File: src/rtl/uart_pkg.sv
// Shared definitions for the UART receiver: FSM state encoding, parity-type
// constants and small bit-level helpers used by the receiver and its sampler.
package uart_pkg;

  // Receiver frame-tracking states.
  typedef enum logic [2:0] {
    IDLE   = 3'd0,
    START  = 3'd1,
    DATA   = 3'd2,
    PARITY = 3'd3,
    STOP   = 3'd4
  } rx_state_e;

  // Parity type selector values for PAR_TYP.
  localparam logic PAR_EVEN = 1'b0;
  localparam logic PAR_ODD  = 1'b1;

  // Width of the oversampling ratio and of the per-bit edge counter.
  localparam int PRESCALE_W = 6;

  // Two-out-of-three vote used to reject a single noisy sample.
  function automatic logic majority3(input logic a, input logic b, input logic c);
    return (a & b) | (a & c) | (b & c);
  endfunction

  // Mid-bit sample position: Prescale/2, computed without a divider.
  function automatic logic [PRESCALE_W-1:0] half_period(input logic [PRESCALE_W-1:0] prescale);
    return {1'b0, prescale[PRESCALE_W-1:1]};
  endfunction

endpackage : uart_pkg

File: src/rtl/uart_rx_sampler.sv
// Mid-bit majority sampler. Captures RX_IN one cycle before and at the bit
// centre, then votes those two samples together with the live line value one
// cycle after the centre. sampled_bit is meaningful only in the cycle where
// edge_cnt == Prescale/2 + 1.
module uart_rx_sampler
  import uart_pkg::*;
(
  input  logic                  CLK,
  input  logic                  RST,
  input  logic                  RX_IN,
  input  logic [PRESCALE_W-1:0] Prescale,
  input  logic [PRESCALE_W-1:0] edge_cnt,
  output logic                  sampled_bit
);

  logic                  early_q;
  logic                  centre_q;
  logic [PRESCALE_W-1:0] half;

  assign half = half_period(Prescale);

  // Hold the two earlier samples of the current bit until the vote cycle.
  always_ff @(posedge CLK) begin
    // NOTE: sequential state is always assigned with <= so every register
    // samples the pre-edge values of its inputs, independent of block order.
    if (RST) begin
      early_q  <= 1'b0;
      centre_q <= 1'b0;
    end else begin
      if (edge_cnt == half - 6'd1) early_q  <= RX_IN;
      if (edge_cnt == half)        centre_q <= RX_IN;
    end
  end

  // Third sample is the live line value, so the vote resolves at centre + 1.
  assign sampled_bit = majority3(early_q, centre_q, RX_IN);

endmodule : uart_rx_sampler

File: src/rtl/uart_rx.sv
// UART receiver: start-bit detection, oversampled mid-bit majority sampling,
// LSB-first deserialisation, optional even/odd parity check and stop-bit
// check. A good frame updates P_DATA and pulses data_valid; a bad frame is
// dropped and reported through one-cycle parity_error / framing_error pulses.
module uart_rx
  import uart_pkg::*;
#(
  parameter int DATA_WIDTH = 8
) (
  input  logic                  CLK,
  input  logic                  RST,
  input  logic                  RX_IN,
  input  logic [PRESCALE_W-1:0] Prescale,
  input  logic                  PAR_EN,
  input  logic                  PAR_TYP,
  output logic [DATA_WIDTH-1:0] P_DATA,
  output logic                  data_valid,
  output logic                  parity_error,
  output logic                  framing_error
);

  localparam int BIT_CNT_W = (DATA_WIDTH > 1) ? $clog2(DATA_WIDTH) : 1;
  localparam logic [BIT_CNT_W-1:0] LAST_BIT = BIT_CNT_W'(DATA_WIDTH - 1);

  rx_state_e             state_q,     state_d;
  logic [PRESCALE_W-1:0] edge_cnt_q,  edge_cnt_d;
  logic [BIT_CNT_W-1:0]  bit_cnt_q,   bit_cnt_d;
  logic [DATA_WIDTH-1:0] shift_q,     shift_d;
  logic                  par_err_q,   par_err_d;
  logic                  stop_bit_q,  stop_bit_d;
  logic [DATA_WIDTH-1:0] p_data_q,    p_data_d;
  logic                  valid_q,     valid_d;
  logic                  par_pulse_q, par_pulse_d;
  logic                  frm_pulse_q, frm_pulse_d;

  logic                  sampled_bit;
  logic                  edge_last;
  logic                  sample_pt;
  logic [PRESCALE_W-1:0] edge_next;
  logic                  exp_parity;

  uart_rx_sampler u_sampler (
    .CLK         (CLK),
    .RST         (RST),
    .RX_IN       (RX_IN),
    .Prescale    (Prescale),
    .edge_cnt    (edge_cnt_q),
    .sampled_bit (sampled_bit)
  );

  // Bit-period timing derived from the current edge count.
  assign edge_last = (edge_cnt_q == Prescale - 6'd1);
  assign sample_pt = (edge_cnt_q == half_period(Prescale) + 6'd1);
  assign edge_next = edge_last ? '0 : edge_cnt_q + 6'd1;

  // Parity the transmitter should have sent for the deserialised word.
  always_comb begin
    exp_parity = ^shift_q;
    case (PAR_TYP)
      PAR_EVEN: exp_parity = ^shift_q;
      PAR_ODD:  exp_parity = ~^shift_q;
      default:  exp_parity = ^shift_q;
    endcase
  end

  // Next-state, counter, deserialiser and frame-check logic.
  always_comb begin
    // NOTE: every variable gets a default before the case so no path leaves
    // one unassigned, which would otherwise infer a latch.
    state_d     = state_q;
    edge_cnt_d  = edge_cnt_q;
    bit_cnt_d   = bit_cnt_q;
    shift_d     = shift_q;
    par_err_d   = par_err_q;
    stop_bit_d  = stop_bit_q;
    p_data_d    = p_data_q;
    valid_d     = 1'b0;
    par_pulse_d = 1'b0;
    frm_pulse_d = 1'b0;

    case (state_q)
      IDLE: begin
        edge_cnt_d = '0;
        bit_cnt_d  = '0;
        par_err_d  = 1'b0;
        stop_bit_d = 1'b0;
        // The first low cycle is edge 0 of the start bit.
        if (!RX_IN) begin
          state_d    = START;
          edge_cnt_d = 6'd1;
        end
      end

      START: begin
        edge_cnt_d = edge_next;
        if (sample_pt && sampled_bit) begin
          // Line went back high before mid-bit: a glitch, not a frame.
          state_d    = IDLE;
          edge_cnt_d = '0;
        end else if (edge_last) begin
          state_d = DATA;
        end
      end

      DATA: begin
        edge_cnt_d = edge_next;
        if (sample_pt) shift_d[bit_cnt_q] = sampled_bit;
        if (edge_last) begin
          if (bit_cnt_q == LAST_BIT) begin
            bit_cnt_d = '0;
            state_d   = PAR_EN ? PARITY : STOP;
          end else begin
            bit_cnt_d = bit_cnt_q + 1'b1;
          end
        end
      end

      PARITY: begin
        edge_cnt_d = edge_next;
        if (sample_pt) par_err_d = (sampled_bit != exp_parity);
        if (edge_last) state_d = STOP;
      end

      STOP: begin
        edge_cnt_d = edge_next;
        if (sample_pt) stop_bit_d = sampled_bit;
        // The stop sample was latched earlier in this bit, so the verdict
        // can be issued on the final cycle of the stop bit.
        if (edge_last) begin
          state_d     = IDLE;
          par_pulse_d = par_err_q;
          frm_pulse_d = ~stop_bit_q;
          if (stop_bit_q && !par_err_q) begin
            p_data_d = shift_q;
            valid_d  = 1'b1;
          end
        end
      end

      default: begin
        state_d    = IDLE;
        edge_cnt_d = '0;
        bit_cnt_d  = '0;
      end
    endcase
  end

  // State register; a synchronous reset aborts any frame in flight.
  always_ff @(posedge CLK) begin
    if (RST) begin
      state_q     <= IDLE;
      edge_cnt_q  <= '0;
      bit_cnt_q   <= '0;
      // NOTE: the shift register is reset along with the control state so a
      // frame aborted by reset never leaves stale bits visible afterwards.
      shift_q     <= '0;
      par_err_q   <= 1'b0;
      stop_bit_q  <= 1'b0;
      p_data_q    <= '0;
      valid_q     <= 1'b0;
      par_pulse_q <= 1'b0;
      frm_pulse_q <= 1'b0;
    end else begin
      state_q     <= state_d;
      edge_cnt_q  <= edge_cnt_d;
      bit_cnt_q   <= bit_cnt_d;
      shift_q     <= shift_d;
      par_err_q   <= par_err_d;
      stop_bit_q  <= stop_bit_d;
      p_data_q    <= p_data_d;
      valid_q     <= valid_d;
      par_pulse_q <= par_pulse_d;
      frm_pulse_q <= frm_pulse_d;
    end
  end

  assign P_DATA        = p_data_q;
  assign data_valid    = valid_q;
  assign parity_error  = par_pulse_q;
  assign framing_error = frm_pulse_q;

endmodule : uart_rx

File: config.mk
export PLATFORM = sky130hd
export DESIGN_NAME = uart_rx
export DESIGN_NICKNAME = d
export VERILOG_FILES = /design/src/rtl/uart_pkg.sv /design/src/rtl/uart_rx_sampler.sv /design/src/rtl/uart_rx.sv
export SDC_FILE = /design/constraint.sdc
export NUM_CORES = 1
export LEC_CHECK = 0
export BUFFER_PORTS_ARGS = -buffer_cell sky130_fd_sc_hd__buf_2
export CAP_MARGIN = 25
export CORE_MARGIN = 2
export CORE_UTILIZATION = 51
export CTS_BUF_LIST = sky130_fd_sc_hd__clkbuf_16
export DETAILED_ROUTE_END_ITERATION = 7
export PLACE_DENSITY = 0.78
export SYNTH_ARGS = -nofsm -noshare
export SYNTH_HDL_FRONTEND = slang
export SYNTH_SLANG_ARGS = --single-unit
File: constraint.sdc
create_clock -name CLK -period 6.5 [get_ports CLK]
set_input_delay 1.3 -clock CLK [delete_from_list [all_inputs] [get_ports CLK]]
set_output_delay 1.3 -clock CLK [all_outputs]
set_load 0.01 [all_outputs]
Word-level counts from Yosys, hierarchy flattened
Cells that the tools add are included.
- add/subtract/negate cells: 5
- magnitude comparators: 2
- equal/unequal tests: 18
- muxes and demuxes: 25
- bitwise logic cells: 10
- reduce and logical (&&, ||, !) cells: 18
- operators by type and width (operator ; number):
    $mux W3 ; 10
    $eq A6 B6 Y1 ; 3
    $pmux W6 S3 ; 1
    $pmux W3 S5 ; 1
    $ne A2 B2 Y1 const B ; 7
    $mux W6 ; 2
    $reduce_or A3 Y1 ; 3
    $bwmux W8 ; 1
    $reduce_and A2 Y1 ; 4
    $reduce_xnor A8 Y1 ; 1
    $reduce_xor A8 Y1 ; 1
    $add A5 B1 Y6 const B ; 1
    $add A6 B1 Y6 const B ; 1
    $eq A3 B2 Y1 const B ; 2
    $eq A3 B3 Y1 const B ; 2
    $eq A6 B5 Y1 ; 1
    $pmux W1 S2 ; 3
    $pmux W3 S2 ; 1
    $reduce_and A6 Y1 ; 1
    $sub A5 B1 Y6 const B ; 1
    $sub A6 B1 Y6 const B ; 1
    $mux W1 ; 5
    $not A1 Y1 ; 5
    $lt A3 B4 Y1 const B ; 1
    13 further kinds ; 19
- flip-flop bits (word level): 35
- input port bits: 11
- output and inout port bits: 11
- word-level logic and storage cells: 90

Logic depth before layout (Yosys ltp)
Gate-level depths: netlist of run 1.
- depth after elaboration: 6
- depth in mapped cells: 10
- mapped depth without buffers: 8

Cells and area by module
Synthesis of run 1 repeated with hierarchy kept, for this count alone.
- cell total of the unflattened synthesis: 255
- area total of the unflattened synthesis: 2224.6 sq um
- by module, submodules not included (module ; times used ; cells an instance ; area an instance (sq um) ; seq. area each (sq um)):
    uart_rx ; 1 ; 217 ; 1915.6 ; 660.6
    uart_rx_sampler ; 1 ; 38 ; 309.0 ; 40.0

Worst setup path before layout of run 1
OpenSTA, ideal clock, no wires.
- path kind: input to register
- from: input port Prescale[1]
- to: register shift_q[0]
- arrival time: 3.142 ns
- required time: 6.428 ns
- path slack: 3.286 ns
- cell stages on the path: 10
- buffers on the path: 2
- cell sequence: clkbuf_2 -> inv_1 -> ha_1 -> xnor2_1 -> nor2b_1 -> nand4_1 -> or2_1 -> buf_6 -> nor4_1 -> mux2i_1
- word-level cells in the longest chain between the ends: 3
- RTL lines (what ; RTL line ; text):
    from (decl) ; uart_rx.sv:13 ; input logic [PRESCALE_W-1:0] Prescale,
    $add A5 B1 Y6 ; uart_rx.sv:53 ; assign sample_pt = (edge_cnt_q == half_period(Prescale) + 6'd1);
    $eq A6 B6 Y1 ; uart_rx.sv:53 ;
    $reduce_and A2 Y1 (no source line) ; n/a ;
    to (signal assigned) ; uart_rx.sv:167 ; shift_q <= shift_d;
    to (decl) ; uart_rx.sv:28 ; logic [DATA_WIDTH-1:0] shift_q, shift_d;
No other way between the ends.
A chain may end at the register's enable or synchronous reset.

Final worst setup path of run 1
- from: input port Prescale[1]
- to: register p_data_q[4], in the netlist P_DATA[4]
- word-level cells in the longest chain between the ends: 3
- RTL lines (what ; RTL line ; text):
    $sub A6 B1 Y6 ; uart_rx.sv:52 ; assign edge_last = (edge_cnt_q == Prescale - 6'd1);
    $eq A6 B6 Y1 ; uart_rx.sv:52 ;
    $reduce_and A3 Y1 (no source line) ; n/a ;
    to (signal assigned) ; uart_rx.sv:170 ; p_data_q <= p_data_d;
    to (decl) ; uart_rx.sv:31 ; logic [DATA_WIDTH-1:0] p_data_q, p_data_d;
No other way between the ends.

==> results of run 1 <==
==> metrics by stage <==
step | worst slack, ns | power [W] | hold slack, ns | utilization, %
floorplan | 3.29 | 0.000261 | 0.443 | -
global placement | 2.87 | 0.000270 | 0.455 | 54.3
detailed placement | 2.77 | 0.000272 | 0.461 | 54.3
CTS | 3.07 | 0.000505 | 0.477 | 57.7
global route | 2.87 | 0.000522 | 0.495 | 57.7
finish | 3.10 | 0.000503 | 0.476 | 57.7
==> worst register-to-register path, cell delays in order, from the launching register on <==
cell and delay, ns:
dfxtp_1 0.58, nor2b_1 0.22, nand4_1 0.12, o31ai_2 0.08, nand4_2 0.37, nor3_4 0.61
mux2i_1 0.26
==> where the power goes <==
| part | switching (W) | leakage, nW | internal (W) | total (W) |
|---|---|---|---|---|
| registers | 0.00000365 | 0.282 | 0.000216 | 0.000220 |
| logic | 0.0000279 | 0.547 | 0.0000196 | 0.0000475 |
| clock network | 0.0000947 | 0.0658 | 0.000141 | 0.000236 |
==> cells by family (layout without fill, tap and decap cells) <==
group           Yosys count  count (layout)
compound gates           30              30
fa+ha+maj                 8               8
simple gates            115             115
flops                    35              35
buf+inv                  23              36
mux                      19              19
xor+xnor                 28              28
==> per-layer routing <==
layer	track usage, %	vias up	wire length [um]
met5	0	-	0
met4	9.83	0	68
met3	5.19	8	186
met2	31.1	45	2110
met1	27.3	867	2320
li1	-	932	-
==> Yosys cell counts, types with 5 or more instances <==
cell type	n
clkbuf_1	7
mux2i_1	19
a21oi_1	7
xor2_1	7
nor2b_1	5
xnor2_1	21
nor2_1	10
nor3_1	15
nand2b_1	28
nand2_1	13
a31oi_1	7
dfxtp_1	35
inv_1	7
buf_2	5
ha_1	7
nand3_1	9
==> flip-flops by register name (all words and copies together), names as in the netlist <==
| register | flops |
|---|---|
| P_DATA | 8 |
| shift_q | 8 |
| edge_cnt_q | 6 |
| bit_cnt_q | 3 |
| state_q | 3 |
| data_valid | 1 |
| framing_error | 1 |
| par_err_q | 1 |
| parity_error | 1 |
| stop_bit_q | 1 |
| u_sampler.centre_q | 1 |
| u_sampler.early_q | 1 |
==> how the worst min path moves through the flow <==
stage                    end  depth (start not counted)
2_1_floorplan  framing_error                          1
3_3_place_gp       P_DATA[7]                          2
3_5_place_dp       P_DATA[6]                          2
4_1_cts            P_DATA[7]                          2
5_1_grt            P_DATA[0]                          2
6_report           P_DATA[6]                          2
==> final cells by class <==
type                    count  area (um2)  share of cell area (%)
clock buffers               5         125                    5.05
flip-flops and latches     35         701                    28.3
multi-input cells         200        1440                    58.0
inverters                   7        26.3                    1.06
clock inverters             3        20.0                   0.808
well taps                  52        65.1                    2.62
repair buffers             21         105                    4.24
==> impl_metrics.yaml, run 1 <==
floorplanning:
  pin_count: 22
  die_y_um: 70.4
  coreArea_mm2: 0.00429
  die_w_um: 70.4
  die-area_mm2: 0.00495
  rows: 24
  start_util_pct: 52.3
critical_path:
  r2r_start: "edge_cnt_q[2]"
  critPathLaunch: "Prescale[1]"
  rr_worst_depth: 6
  slowest_delay_ns: 0.61
  cp.required_ns: 6.71
  crit_cells: 9
  cp_slowest_cell: "nor3_4"
  critPathBufInv: 2
  worstSetupStartpointType: "primary input"
  cp_top_family: "simple AND/OR/NAND/NOR gates"
  cp-endpoint: "P_DATA[4]"
  r2r_slack_ns: 4.18
  crit_fanout: 14
  critPathKind: "in2reg"
  critPathCaptureType: "flop"
  critical_path_arrival_ns: 3.61
  path_cells: "buf_2 -> inv_1 -> ha_1 -> nand2b_1 -> o211a_1 -> o31ai_2 -> nand4_2 -> nor3_4 -> mux2i_1"
  reg2reg_to: "P_DATA[4]"
run:
  cap_violations: 0
timing:
  period_share_pct: 52.3
  rsz0062_at_grt: "false"
  fin_crit_ns: 3.40
  maxSlewViolCount: 0
  skew_ns: 0.00555
  finalHoldViolations: 0
  tightest_slew_ns: 0.613
  setup_viol: 0
  tns_ns: 0
  fmax_ghz: 0.294
  slew_headroom_pct: 59.1
grt:
  grt-ovfl-total: 0
  grt_max_degree: 41
  grt_usage_pct: 20.6
  grt_pass1_wl_mm: 8.14
  grt_pass1_vias: 1848
  antenna_found_initial: 0
synthesis:
  avgSynthCellArea_um2: 8.71
  synth_top_family_by_area: "simple AND/OR/NAND/NOR gates"
  synth_top_cell_area_share_pct: 31.2
  yosysTopAreaCell: "dfxtp_1"
  ys_warn_count: 0
  synth.area.mux_share_pct: 8.47
  yosys.area_share.simple_pct: 30.5
  ys_seq_elements: 35
  netlist_area_mm2: 0.00225
  synth.distinct_cells: 49
  yosys-top-cells-area: "dfxtp_1 (31%), mux2i_1 (8.5%), xnor2_1 (8.2%)"
  synthCells: 258
  ys_seq_area_share_pct: 31.2
  synthXorXnorAreaFrac_pct: 10.9
  synth_ff_type: "dfxtp_1"
  synth_compound_area_share_pct: 9.75
  ys_async_sr_fraction_pct: 0
  synth_edf_count: 0
  synthAdderAreaFrac_pct: 4.35
  syn_nets: 276
min_path:
  min-delay-start: "P_DATA[6]"
  worstHoldPathType: "reg2reg"
power:
  vdd.ir_drop.worst_mv: 0.151
  power_density_mw_per_mm2: 203
  leakage_nw: 0.896
detailed_routing:
  vias: 1852
  wl_per_cell_um: 14.5
  viasPerCell: 5.73
  drtIter0Drc: 141
  postRouteWirelength_mm: 4.68
  drc: 0
  ant_nets: 0
  first_pass_iters: 4
final_layout:
  layout-drive-gt1-share_pct: 13.3
  fillers: 393
  nets: 288
  finalNonFillerCells: 323
  area_delta_synth_final_pct: 10.4
  antennaDiodeCount: 0
  final_cell_mix: "dfxtp_1 (35), nand2b_1 (28), xnor2_1 (21), buf_2 (21), mux2i_1 (19)"
  final_common_cell: "dfxtp_1"
  final_area_mm2: 0.00248
clock_network:
  cts_tree: "done"
  clock_path_buffers: 2
  clock-sinks: 35
  post_cts_resized: 0
  cts_setup_buffers: 0
  clockRootBuffer: "clkbuf_16"
  htreeDepth: 2
  clk_transition_reported_paths_ns: 0.06
  cts_hold_buf: 0
  clk_latency_ns: 0.28
  cts_buffers: 5
placed_design:
  detailed_place_hpwl_mm: 3.30
  numPortBuffers: 21
  gp_congestion: 0.840
  numPlacedInstances: 315
  dpl-instance-area_mm2: 0.00233
status:
  status: "complete, no violations"
Power figures use the tool's default switching activity.
==> inputs of run 2 (changes only) <==
Clock period 6.5 ns to 3.2 ns, I/O delays scaled along.
==> run 2 against run 1 <==
Effect of this change:
- final area shrank 0.15%
- highest routed layer unchanged
- count of clock-buffer cells in the layout is the same
- critical path depth is the same
- sequential power grew 100%
- clock skew shrank 0.0028 ns
- die area is the same
- non-clock buffer count grew 1
- clock power grew 90%
==> impl_metrics.yaml, run 2 (same netlist as run 1, synthesis figures left out) <==
status:
  status: "complete, no violations"
power:
  leakage_nw: 0.901
  vdd.ir_drop.worst_mv: 0.324
  power_density_mw_per_mm2: 400
critical_path:
  worstSetupStartpointType: "primary input"
  critPathKind: "in2reg"
  critPathCaptureType: "flop"
  crit_fanout: 8
  critical_path_arrival_ns: 2.87
  rr_worst_depth: 6
  cp.required_ns: 3.40
final_layout:
  final_common_cell: "dfxtp_1"
  nets: 289
  area_delta_synth_final_pct: 10.2
  final_cell_mix: "dfxtp_1 (35), nand2b_1 (28), xnor2_1 (21), buf_2 (21), mux2i_1 (19)"
  antennaDiodeCount: 0
  layout-drive-gt1-share_pct: 12.9
detailed_routing:
  first_pass_iters: 4
  vias: 1853
  drc: 0
  viasPerCell: 5.74
  wl_per_cell_um: 14.2
  ant_nets: 0
  drtIter0Drc: 100
  postRouteWirelength_mm: 4.60
placed_design:
  detailed_place_hpwl_mm: 3.23
  numPortBuffers: 21
  gp_congestion: 0.915
clock_network:
  cts_tree: "done"
  cts_setup_buffers: 0
  clk_transition_reported_paths_ns: 0.05
  post_cts_resized: 0
  cts_hold_buf: 0
  htreeDepth: 2
  cts_buffers: 5
  clockRootBuffer: "clkbuf_16"
  clock_path_buffers: 2
  clock-sinks: 35
  clk_latency_ns: 0.28
timing:
  skew_ns: 0.00271
  rsz0062_at_grt: "false"
  tightest_slew_ns: 0.585
  fin_crit_ns: 2.67
  setup_viol: 0
  period_share_pct: 83.4
  finalHoldViolations: 0
  slew_headroom_pct: 60.9
  fmax_ghz: 0.375
  tns_ns: 0
  maxSlewViolCount: 0
  hold_slack_ns: 0.471
min_path:
  worstHoldPathType: "reg2reg"
  min_path_cells: 2
grt:
  grt_max_degree: 41
  antenna_found_initial: 0
  grt_pass1_wl_mm: 8.03
  grt_pass1_vias: 1837
  grt_usage_pct: 20.1
  grt-ovfl-total: 0
floorplanning:
  rows: 24
  pin_count: 22
  die_y_um: 70.4
  die-area_mm2: 0.00495
  coreArea_mm2: 0.00429
  start_util_pct: 52.3
  die_w_um: 70.4
run:
  cap_violations: 0
-- run 2: final cells by class --
class                      instances  area (um2)
timing repair buffer              22         113
clock inverter                     2        8.76
fill                             382        1820
tap                               52        65.1
clock buffer                       5         125
sequential                        35         701
inverter                           7        26.3
multi-input combinational        200        1440
-- run 2: final timing paths --
check	slack, ns	from	endpoint
worst max-delay path	0.53	Prescale[1]	P_DATA[4]
worst max register to register	0.94	edge_cnt_q[2]	state_q[0]
worst min-delay path	0.47	P_DATA[3]	P_DATA[3]
worst min register to register	0.47	P_DATA[3]	P_DATA[3]
-- run 2: metal layers --
metal  vias up  share of wire (%)  track usage (%)
li1        940                  -                -
met1       862                 49             26.0
met2        42                 46             32.0
met3         9                4.0             5.48
met4         0                1.9             7.26
met5         -                  0                0
-- run 2: critical path: stages --
cell,delay (ns)
buf_2,0.16
inv_1,0.10
ha_1,0.24
nand2b_1,0.18
o211a_1,0.14
o31ai_2,0.28
nand4_2,0.28
nor3_4,0.59
mux2i_1,0.26
-- run 2: per-stage QoR --
step | total power, W | cell area [um2] | worst slack, ns | util, % | std cells
2_1_floorplan | 0.000530 | 2250 | 0.646 | - | 258
3_3_place_gp | 0.000549 | 2340 | 0.269 | 54.5 | 316
3_5_place_dp | 0.000551 | 2340 | 0.230 | 54.5 | 316
4_1_cts | 0.00100 | 2470 | 0.510 | 57.6 | 323
5_1_grt | 0.00103 | 2470 | 0.340 | 57.6 | 323
6_report | 0.000991 | 2470 | 0.531 | 57.6 | 323
-- run 2: power breakdown --
part,switching (W),internal [W]
combinational,0.0000563,0.0000399
clock,0.000169,0.000279
sequential,0.00000728,0.000440
total,0.000232,0.000759
==> inputs of run 3 (changes only) <==
Clock period 3.2 ns to 2.5 ns, I/O delays scaled along.
==> run 3 against run 2 <==
Effect of this change:
- final area up 5.7%
- largest cell class unchanged
- largest power group unchanged
- global-route usage rose by 2.4 points
- critical path type unchanged
- worst setup slack got worse by 0.34 ns
==> impl_metrics.yaml, run 3 (same netlist as run 1, synthesis figures left out) <==
final_layout:
  final_common_cell: "dfxtp_1"
  layout-drive-gt1-share_pct: 17.2
  regArea_um2: 701
  area_delta_synth_final_pct: 16.4
  multi_input_area_mm2: 0.00144
  antennaDiodeCount: 0
  fillers: 370
  final_cell_mix: "dfxtp_1 (35), nand2b_1 (28), xnor2_1 (21), buf_2 (21), mux2i_1 (19)"
  nets: 302
critical_path:
  cp.required_ns: 2.72
  critical_path_arrival_ns: 2.52
  worstSetupStartpointType: "primary input"
  critPathCaptureType: "flop"
  critPathKind: "in2reg"
  crit_fanout: 10
clock_network:
  clockRootBuffer: "clkbuf_16"
  cts_buffers: 5
  clk_transition_reported_paths_ns: 0.06
  clk_latency_ns: 0.28
  clock-sinks: 35
  htreeDepth: 2
  cts_hold_buf: 0
  cts_setup_buffers: 0
  post_cts_resized: 0
  clock_path_buffers: 2
  cts_tree: "done"
detailed_routing:
  wl_per_cell_um: 15.0
  first_pass_iters: 4
  drtIter0Drc: 90
  viasPerCell: 5.74
  vias: 1933
  drc: 0
  postRouteWirelength_mm: 5.04
  ant_nets: 0
floorplanning:
  pin_count: 22
  die_y_um: 70.4
  die_w_um: 70.4
  die-area_mm2: 0.00495
  coreArea_mm2: 0.00429
  rows: 24
  start_util_pct: 52.3
placed_design:
  numPortBuffers: 21
  gp_congestion: 0.856
  detailed_place_hpwl_mm: 3.57
grt:
  grt_max_degree: 41
  grt_pass1_wl_mm: 8.87
  grt_pass1_vias: 1922
  antenna_found_initial: 0
  grt_usage_pct: 22.5
  grt-ovfl-total: 0
timing:
  rsz0062_at_grt: "false"
  setup_viol: 0
  fin_crit_ns: 2.30
  slew_headroom_pct: 60.8
  maxSlewViolCount: 0
  tns_ns: 0
  tightest_slew_ns: 0.589
  fmax_ghz: 0.434
  skew_ns: 0.00414
  period_share_pct: 92.2
  finalHoldViolations: 0
run:
  cap_violations: 0
power:
  p_total_w: 0.00142
  vdd.ir_drop.worst_mv: 0.320
  power_density_mw_per_mm2: 543
  leakage_nw: 0.979
min_path:
  worstHoldPathType: "reg2reg"
status:
  status: "complete, no violations"
## run 3: stage by stage
stage               worst slack, ns  hold WS, ns  instance area (um2)  std cells  util, %
floorplan                    0.0859        0.443                 2250        258        -
global placement            -0.0248        0.458                 2450        329     57.1
detailed placement          -0.0637        0.462                 2450        329     57.1
CTS                           0.217        0.477                 2620        337     60.9
global route                 0.0485        0.491                 2620        337     60.9
finish                        0.196        0.473                 2620        337     60.9
## run 3: routing by layer
metal	global-route usage, %	vias to the layer above	part of all wire [%]
li1	-	967	-
met1	28.8	900	45
met2	36.5	53	48
met4	9.19	0	2.2
met3	4.91	13	4.6
met5	0	-	0
## run 3: worst max-delay path, stage by stage
cell and delay (ns):
buf_2 0.15, inv_1 0.10, ha_1 0.32, xnor2_1 0.17
nor2b_1 0.17, nand4_1 0.12, or2_1 0.38, o221ai_2 0.23
buf_4 0.20, mux2i_1 0.18
## run 3: power breakdown
| group | total [W] | switching, W | internal [W] |
|---|---|---|---|
| Combinational | 0.000142 | 0.0000768 | 0.0000651 |
| Sequential | 0.000571 | 0.00000909 | 0.000562 |
| Clock | 0.000706 | 0.000241 | 0.000465 |
## run 3: final timing paths
| kind | cells past startpoint | slack [ns] | endpoint | from |
|---|---|---|---|---|
| worst max-delay path | 10 | 0.20 | state_q[0] | Prescale[2] |
| worst min-delay path | 2 | 0.47 | P_DATA[6] | P_DATA[6] |
| worst max register to register | 7 | 0.38 | edge_cnt_q[1] | edge_cnt_q[4] |
| worst min register to register | 2 | 0.47 | P_DATA[6] | P_DATA[6] |
## run 3: cell type report
cell class,count,share of cell area [%]
clock buffer,5,4.78
clock inverter,3,1.48
inverter,7,1.00
multi-input combinational,200,54.9
sequential,35,26.8
tap,52,2.49
timing repair buffer,35,8.52
